<file path="config.mk">
export PLATFORM = sky130hd
export DESIGN_NAME = irq_controller
export DESIGN_NICKNAME = d
export VERILOG_FILES = /design/src/rtl/irq_controller.sv
export SDC_FILE = /design/constraint.sdc
export NUM_CORES = 1
export LEC_CHECK = 0
export BUFFER_PORTS_ARGS = -buffer_cell sky130_fd_sc_hd__buf_2
export CAP_MARGIN = 25
export CORE_UTILIZATION = 40
export DETAILED_ROUTE_END_ITERATION = 12
export PLACE_DENSITY_LB_ADDON = 0.12
export SYNTH_ARGS = -nofsm -noshare
export SYNTH_HDL_FRONTEND = slang
export SYNTH_SLANG_ARGS = --single-unit
export TNS_END_PERCENT = 20
</file>
<file path="constraint.sdc">
create_clock -name clk -period 1.71 [get_ports clk]
set_clock_uncertainty 0.2 [all_clocks]
set_input_delay 0.342 -clock clk [delete_from_list [all_inputs] [get_ports clk]]
set_output_delay 0.342 -clock clk [all_outputs]
set_load 0.03 [all_outputs]
</file>
<file path="src/rtl/irq_controller.sv">
// irq_controller: edge-latching, enable-masked, fixed-priority interrupt
// controller that presents one source at a time to a processor over the
// ExtIRQ/ExtIAck four-phase handshake. A small register port gives access
// to ENABLE, PENDING (W1C), STATUS and SWTRIG.
module irq_controller #(
  parameter int N    = 64,
  parameter int NSRC = 8,
  parameter int IDW  = (NSRC > 1) ? $clog2(NSRC) : 1
) (
  input  logic              clk,
  input  logic              reset,
  input  logic [NSRC-1:0]   irq_src,
  input  logic              cfg_we,
  input  logic [1:0]        cfg_addr,
  input  logic [N-1:0]      cfg_wdata,
  output logic [N-1:0]      cfg_rdata,
  output logic              ExtIRQ,
  output logic [IDW-1:0]    irq_id,
  input  logic              ExtIAck
);

  // Handshake FSM encoding
  localparam logic [1:0] ST_IDLE     = 2'd0;
  localparam logic [1:0] ST_REQ      = 2'd1;
  localparam logic [1:0] ST_WAIT_REL = 2'd2;

  // Config register addresses
  localparam logic [1:0] ADDR_ENABLE  = 2'd0;
  localparam logic [1:0] ADDR_PENDING = 2'd1;
  localparam logic [1:0] ADDR_STATUS  = 2'd2;
  localparam logic [1:0] ADDR_SWTRIG  = 2'd3;

  // Architectural state
  logic [NSRC-1:0] enable_q,   enable_d;
  logic [NSRC-1:0] pending_q,  pending_d;
  logic [NSRC-1:0] src_prev_q;
  logic [IDW-1:0]  active_id_q, active_id_d;
  logic [1:0]      state_q,    state_d;

  // Combinational helpers
  logic [NSRC-1:0] rise;
  logic [NSRC-1:0] eligible;
  logic [NSRC-1:0] sw_set;
  logic [NSRC-1:0] w1c_clr;
  logic [NSRC-1:0] ack_clr;
  logic            ack_fire;
  logic [IDW-1:0]  win_id;
  logic [N-1:0]    rdata_mux;

  // Only the low NSRC bits of write data carry meaning; the rest are
  // folded into a deliberately unused net so lint does not flag them.
  generate
    if (N > NSRC) begin : g_wdata_upper
      logic unused_wdata_upper;
      assign unused_wdata_upper = ^cfg_wdata[N-1:NSRC];
    end
  endgenerate

  // A source held high yields exactly one event: only the 0->1 edge counts.
  assign rise     = irq_src & ~src_prev_q;
  assign eligible = pending_q & enable_q;

  // Register-port side effects on the pending vector.
  assign sw_set  = (cfg_we && (cfg_addr == ADDR_SWTRIG))  ? cfg_wdata[NSRC-1:0] : '0;
  assign w1c_clr = (cfg_we && (cfg_addr == ADDR_PENDING)) ? cfg_wdata[NSRC-1:0] : '0;

  // The processor's ack retires the presented source exactly once.
  assign ack_fire = (state_q == ST_REQ) && ExtIAck;

  generate
    for (genvar gi = 0; gi < NSRC; gi++) begin : g_ack_clr
      assign ack_clr[gi] = ack_fire && (active_id_q == IDW'(gi));
    end
  endgenerate

  // Lowest-index eligible source wins; scanning downward lets the lowest
  // index overwrite any higher one found earlier.
  always_comb begin
    win_id = '0;
    for (int i = NSRC - 1; i >= 0; i--) begin
      if (eligible[i]) begin
        win_id = IDW'(i);
      end
    end
  end

  // Enable register: plain read/write of the low NSRC bits.
  always_comb begin
    enable_d = enable_q;
    if (cfg_we && (cfg_addr == ADDR_ENABLE)) begin
      enable_d = cfg_wdata[NSRC-1:0];
    end
  end

  // Pending next state: clears are applied first so a same-cycle set
  // (hardware edge or software trigger) always survives.
  always_comb begin
    pending_d = (pending_q & ~(w1c_clr | ack_clr)) | rise | sw_set;
  end

  // Handshake FSM: once a source is presented it is never retracted, so
  // REQ only looks at ExtIAck and ignores enable/pending changes.
  always_comb begin
    state_d     = state_q;
    active_id_d = active_id_q;
    case (state_q)
      ST_IDLE: begin
        if (eligible != '0) begin
          active_id_d = win_id;
          state_d     = ST_REQ;
        end
      end
      ST_REQ: begin
        if (ExtIAck) begin
          state_d = ST_WAIT_REL;
        end
      end
      ST_WAIT_REL: begin
        if (!ExtIAck) begin
          state_d = ST_IDLE;
        end
      end
      default: begin
        state_d = ST_IDLE;
      end
    endcase
  end

  // State update; reset overrides every same-cycle event.
  always_ff @(posedge clk) begin
    if (reset) begin
      enable_q    <= '0;
      pending_q   <= '0;
      src_prev_q  <= '0;
      active_id_q <= '0;
      state_q     <= ST_IDLE;
    end else begin
      enable_q    <= enable_d;
      pending_q   <= pending_d;
      src_prev_q  <= irq_src;
      active_id_q <= active_id_d;
      state_q     <= state_d;
    end
  end

  // Read mux, zero-extended to the port width.
  always_comb begin
    rdata_mux = '0;
    case (cfg_addr)
      ADDR_ENABLE:  rdata_mux[NSRC-1:0] = enable_q;
      ADDR_PENDING: rdata_mux[NSRC-1:0] = pending_q;
      ADDR_STATUS: begin
        rdata_mux[0]     = (state_q != ST_IDLE);
        rdata_mux[IDW:1] = active_id_q;
      end
      default:      rdata_mux = '0;
    endcase
  end

  assign cfg_rdata = rdata_mux;
  assign ExtIRQ    = (state_q == ST_REQ);
  assign irq_id    = active_id_q;

endmodule
</file>
==> results of run 1 <==
[worst min-delay path by stage]
| stage | from | to | slack [ns] |
|---|---|---|---|
| 6_report | irq_src[0] | src_prev_q[0] | 0.08 |
| 5_1_grt | irq_src[7] | src_prev_q[7] | 0.07 |
| 4_1_cts | irq_src[3] | src_prev_q[3] | 0.07 |
| 3_5_place_dp | pending_q[0] | pending_q[0] | 0.29 |
| 3_3_place_gp | pending_q[0] | pending_q[0] | 0.28 |
| 2_1_floorplan | pending_q[0] | pending_q[0] | 0.27 |
[metal layers]
layer	routed length, um	part of all wire [%]
met1	1760	48
met2	1630	45
met3	191	5.2
met4	68	1.9
met5	0	0
[area by class of cell]
type,instances,area [um^2]
fill,454,2400
multi-input combinational,181,1020
sequential,29,587
timing repair buffer,44,258
clock buffer,6,72.6
tap,52,65.1
clock inverter,2,10.0
[cell families after synthesis]
group	synth area share, %
AOI/OAI and AO/OA	14.9
buffers and inverters	24.9
and+or+nand+nor	19.6
other	0.202
xor gates and xnor gates	0.471
muxes	8.61
DFF	31.2
[through the flow]
| stage | power (uW) | hold slack [ns] | std cells |
|---|---|---|---|
| floorplan | 1180 | 0.268 | 274 |
| global placement | 1170 | 0.282 | 306 |
| detailed placement | 1170 | 0.290 | 306 |
| CTS | 1710 | 0.0685 | 314 |
| global route | 1800 | 0.0679 | 314 |
| finish | 1700 | 0.0754 | 314 |
[layout by cell type, fill, tap and decap left out, types with 5 or more instances in the layout]
| cell type | instances |
|---|---|
| nor2_1 | 13 |
| buf_4 | 15 |
| o211ai_1 | 7 |
| buf_2 | 29 |
| clkbuf_8 | 5 |
| a21oi_1 | 19 |
| conb_1 | 56 |
| nor2b_1 | 18 |
| dfxtp_2 | 5 |
| mux2i_1 | 16 |
| dfxtp_1 | 24 |
| nand2_1 | 20 |
[state kept, by name, indices dropped and copies added, names as in the netlist]
register / cells
enable_q: 8
irq_id: 3
pending_q: 8
src_prev_q: 8
state_q: 2
[power groups by stage]
stage,clock network [uW],logic [uW],registers (uW)
detailed placement,0,409,761
global route,601,446,755
CTS,556,412,746
finish,540,414,749
floorplan,0,414,762
global placement,0,408,761
[worst max-delay path: cells and delay by family, from the launching register on]
family,cells,cell delay (ns)
buffers and inverters,1,0.17
DFF,1,0.35
and+or+nand+nor,1,0.30
[Yosys cell counts (2+ instances only)]
master,count
buf_4,57
dfxtp_1,29
nand2_1,20
a21oi_1,19
nor2b_1,18
mux2i_1,16
nor2_1,13
o211ai_1,7
o21ai_0,5
clkbuf_1,4
nand2b_1,3
a32o_1,2
buf_2,2
nand3_1,2
nor3_1,2
o311ai_2,2
[what timing repair did]
| action | CTS | global route |
|---|---|---|
| setup endpoints to repair | 2 | 4 |
| gates cloned | 0 | 0 |
| resized for setup | 3 | 7 |
| buffers inserted | 0 | 0 |
==> impl_metrics.csv, run 1 <==
group,metric,value,unit
worst_setup_path,cp.required,1.17,ns
worst_setup_path,regToRegSetupSlack,0.25,ns
grt,grt_pass1_vias,1298,
synth,synth_area_leader_cell,"dfxtp_1",
detailed_routing,vias,1441,
worst_setup_path,worst_ep_arrival_time,1.10,ns
min_path,hp-class,"in2reg",
finish,final_area,2010,um^2
synth,seq_area_frac_synth,31.2,%
sta,slew_viol_final,0,
sta,finalHoldViolations,0,
sta,period_share,95.9,%
synth,ys_warn_count,0,
power_and_ir_drop,p_leak,0.000937,uW
floorplanning,initial_core_util,42.1,%
placement,gp_congestion,0.849,
clock_network,clkSinkCount,29,
grt,grt_usage,16.4,%
floorplanning,num_rows,24,
worst_setup_path,crit_start,"state_q[1]",
placement,hpwl,2830,um
grt,grt-busiest-layer,"met2",
outcome,status,"finished, final reports clean",
power_and_ir_drop,clkPwrFrac,31.7,%
grt,grt_pass1_wl,6140,um
sta,period_minus_slack,1.64,ns
finish,num_antenna_cells,0,
floorplanning,die_area,4930,um^2
worst_setup_path,worstPathCellList,"and2b_4 -> buf_4",
clock_network,cts_buffers,5,
power_and_ir_drop,combPwrFrac,24.3,%
synth,synth-edff-count,0,
grt,met1_usage,21.9,%
clock_network,root_buffer,"clkbuf_8",
grt,antenna_found_initial,0,
worst_setup_path,reg2reg_from,"pending_q[3]",
detailed_routing,drt_first_pass_iters,4,
grt,grt_use_met3,4.62,%
clock_network,cts_tree,"yes",
detailed_routing,wire_per_inst,11.6,um
detailed_routing,viasPerCell,4.59,
clock_network,cts_buffer_depth,2,
placement,io_buffers,33,
floorplanning,core_area,4410,um^2
detailed_routing,routed_wl,3660,um
sta,setup_viol,0,
floorplanning,ios,146,
grt,grt_overflow,0,
grt,met2_usage,24.6,%
synth,yosys_most_used_dff,"dfxtp_1",
sta,max_freq,610,MHz
job,drv_cap,0,
worst_setup_path,cp_max_fo,6,
synth,synthArstFlopShare,0,%
synth,avgSynthCellArea,8.50,um^2
worst_setup_path,critPathCaptureType,"output pin",
power_and_ir_drop,internal_power,1110,uW
finish,drive_above_1_share,23.7,%
clock_network,clkSlewWorstSetupHoldPaths,0.06,ns
clock_network,ctsHoldBuffers,0,
synth,synth_area_leaders,"dfxtp_1 31%, buf_4 23%, mux2i_1 8.6%, nor2b_1 6.1%, a21oi_1 5.1%",
worst_setup_path,startpoint_type,"flip-flop",
worst_setup_path,cp_slowest_cell,"dfxtp_2",
detailed_routing,drt_iter0_markers,66,
min_path,hold_path_depth,2,
placement,pre_cts_slack,0.0270,ns
detailed_routing,drc,0,
finish,nNetsFinal,339,
synth,synth.ff_latch_count,29,
synth,synth.top_cell.area_share,31.2,%
sta,fin_ws,0.0693,ns
floorplanning,die_w,70.2,um
power_and_ir_drop,p_per_area,845,nW/um^2
worst_setup_path,reg2regPathDepth,4,
power_and_ir_drop,swShare,34.7,%
worst_setup_path,cp_slowest_stage_delay,0.35,ns
floorplanning,fp.dieH,70.2,um
synth,yosysUniqueCellTypes,34,
finish,area_growth,8.27,%
sta,rsz0062_at_grt,"false",
power_and_ir_drop,peakVddDrop,502,uV
placement,postPlaceCellArea,1920,um^2
power_and_ir_drop,power_switching,591,uW
synth,synth_area,1860,um^2
synth,syn_inst,219,
clock_network,clk_latency,0.28,ns
detailed_routing,antenna_left,0,
worst_setup_path,r2r_end,"irq_id[0]",
clock_network,h-tree-depth,2,
finish,fin_util,45.6,%
sta,finalSetupTns,0,ns
power_and_ir_drop,seq_power_share,44.0,%
grt,grt_max_degree,20,
worst_setup_path,cp-endpoint,"ExtIRQ",
worst_setup_path,criticalPathCategory,"reg2out",
(Power assumes the default switching activity.)
==> run 2: changes to the inputs <==
--- a/config.mk
+++ b/config.mk
@@ -8,6 +8,7 @@
 export BUFFER_PORTS_ARGS = -buffer_cell sky130_fd_sc_hd__buf_2
 export CAP_MARGIN = 25
 export CORE_UTILIZATION = 40
+export CTS_BUF_LIST = sky130_fd_sc_hd__clkbuf_4 sky130_fd_sc_hd__clkbuf_8 sky130_fd_sc_hd__clkbuf_16
 export DETAILED_ROUTE_END_ITERATION = 12
 export PLACE_DENSITY_LB_ADDON = 0.12
 export SYNTH_ARGS = -nofsm -noshare
==> run 2 against run 1 <==
Clock power rose by 3%. Register-to-register slack about the same. Critical path depth is the same. Critical endpoint unchanged. Largest cell class unchanged. Highest routed layer unchanged.
==> impl_metrics.csv, run 2 (synthesis results as in run 1) <==
group,metric,value,unit
worst_setup_path,worst_ep_arrival_time,1.10,ns
clock_network,clk_latency,0.28,ns
detailed_routing,antenna_left,0,
detailed_routing,drt_iter0_markers,64,
finish,area_growth,8.47,%
sta,finalHoldViolations,0,
worst_setup_path,reg2reg_from,"pending_q[3]",
sta,max_freq,609,MHz
min_path,hp-class,"in2reg",
floorplanning,initial_core_util,42.1,%
clock_network,clkSinkCount,29,
grt,grt_pass1_wl,6130,um
sta,period_share,96.0,%
worst_setup_path,cp_max_fo,6,
clock_network,h-tree-depth,2,
clock_network,cts_buffers,5,
worst_setup_path,reg2regPathDepth,4,
detailed_routing,drc,0,
job,drv_cap,0,
clock_network,ctsHoldBuffers,0,
grt,grt_overflow,0,
worst_setup_path,regToRegSetupSlack,0.25,ns
sta,period_minus_slack,1.64,ns
floorplanning,num_rows,24,
clock_network,clkSlewWorstSetupHoldPaths,0.06,ns
finish,layout_commonest_cell,"conb_1",
min_path,hold_start,"irq_src[0]",
detailed_routing,wire_per_inst,11.6,um
placement,io_buffers,33,
power_and_ir_drop,peakVddDrop,502,uV
sta,rsz0062_at_grt,"false",
grt,grt_max_degree,20,
power_and_ir_drop,p_leak,0.000940,uW
finish,final_area,2020,um^2
finish,num_antenna_cells,0,
sta,setup_viol,0,
sta,holdWs,0.0739,ns
worst_setup_path,cp.required,1.17,ns
clock_network,post_cts_buffers,0,
finish,regArea,587,um^2
floorplanning,die_area,4930,um^2
floorplanning,core_area,4410,um^2
placement,hpwl,2830,um
detailed_routing,drt_first_pass_iters,4,
sta,fin_ws,0.0683,ns
finish,nNetsFinal,339,
outcome,status,"finished, final reports clean",
clock_network,cts_buffer_depth,2,
worst_setup_path,startpoint_type,"flip-flop",
floorplanning,die_w,70.2,um
placement,gp_congestion,0.849,
finish,reg.largest.list,"enable_q: 8 flops, pending_q: 8 flops, src_prev_q: 8 flops",
placement,postPlaceCellArea,1920,um^2
grt,grt_pass1_vias,1286,
finish,num-fill-cells,453,
worst_setup_path,critPathCaptureType,"output pin",
clock_network,cts_resized,3,
worst_setup_path,r2r_end,"irq_id[0]",
detailed_routing,routed_wl,3650,um
finish,drive_above_1_share,24.0,%
detailed_routing,viasPerCell,4.60,
floorplanning,fp.dieH,70.2,um
grt,antenna_found_initial,0,
detailed_routing,vias,1443,
floorplanning,ios,146,
grt,grt_usage,16.3,%
finish,multi_input_area,1020,um^2
placement,pre_cts_slack,0.0270,ns
min_path,hold_end,"src_prev_q[0]",
min_path,hold_path_depth,2,
sta,slew_viol_final,0,
clock_network,cts_tree,"yes",
worst_setup_path,criticalPathCategory,"reg2out",
finish,layout_common_cells,"56 x conb_1, 29 x buf_2, 24 x dfxtp_1, 20 x nand2_1, 19 x a21oi_1",
power_and_ir_drop,p_per_area,852,nW/um^2
clock_network,root_buffer,"clkbuf_8",
==> run 2: stage by stage <==
stage / cells / util (%) / TNS [ns] / total power, uW
after floorplan: 274 / - / -0.427 / 1180
after global placement: 306 / 43.4 / 0 / 1170
after detailed placement: 306 / 43.4 / 0 / 1170
after CTS: 314 / 45.5 / 0 / 1730
after global routing: 314 / 45.7 / 0 / 1820
final: 314 / 45.7 / 0 / 1720
==> run 2: power by group <==
| group | switching (uW) | internal [uW] | total [uW] | leakage [uW] |
|---|---|---|---|---|
| registers | 32.2 | 716 | 748 | 0.000241 |
| clock network | 261 | 297 | 558 | 0.0000484 |
| logic | 300 | 113 | 414 | 0.000651 |
| total | 593 | 1130 | 1720 | 0.000940 |
==> run 2: metal layers <==
layer	track usage [%]	part of all wire (%)	routed length (um)	vias to the layer above
met2	24.1	45	1630	64
met4	6.89	1.9	68	0
met1	22.0	48	1750	658
met3	4.76	5.6	203	8
li1	-	-	-	713
met5	0	0	0	-
==> run 2: area by class of cell <==
class	count	share of cell area, %
multi-input cells	181	50.7
flip-flops and latches	29	29.1
repair buffers	44	12.8
clock buffers	6	3.78
well taps	52	3.22
clock inverters	2	0.496
==> run 2: how the worst max path moves through the flow <==
| stage | from | end | depth (start not counted) |
|---|---|---|---|
| final | state_q[1] | ExtIRQ | 2 |
| after CTS | pending_q[3] | cfg_rdata[3] | 3 |
| after floorplan | cfg_addr[0] | cfg_rdata[3] | 3 |
| after global placement | cfg_addr[0] | cfg_rdata[2] | 5 |
| after global routing | pending_q[2] | cfg_rdata[2] | 3 |
| after detailed placement | cfg_addr[0] | cfg_rdata[2] | 5 |
==> run 2: worst max-delay path: stages, from the launching register on <==
cell and delay [ns]:
dfxtp_2 0.35, and2b_4 0.30, buf_4 0.17
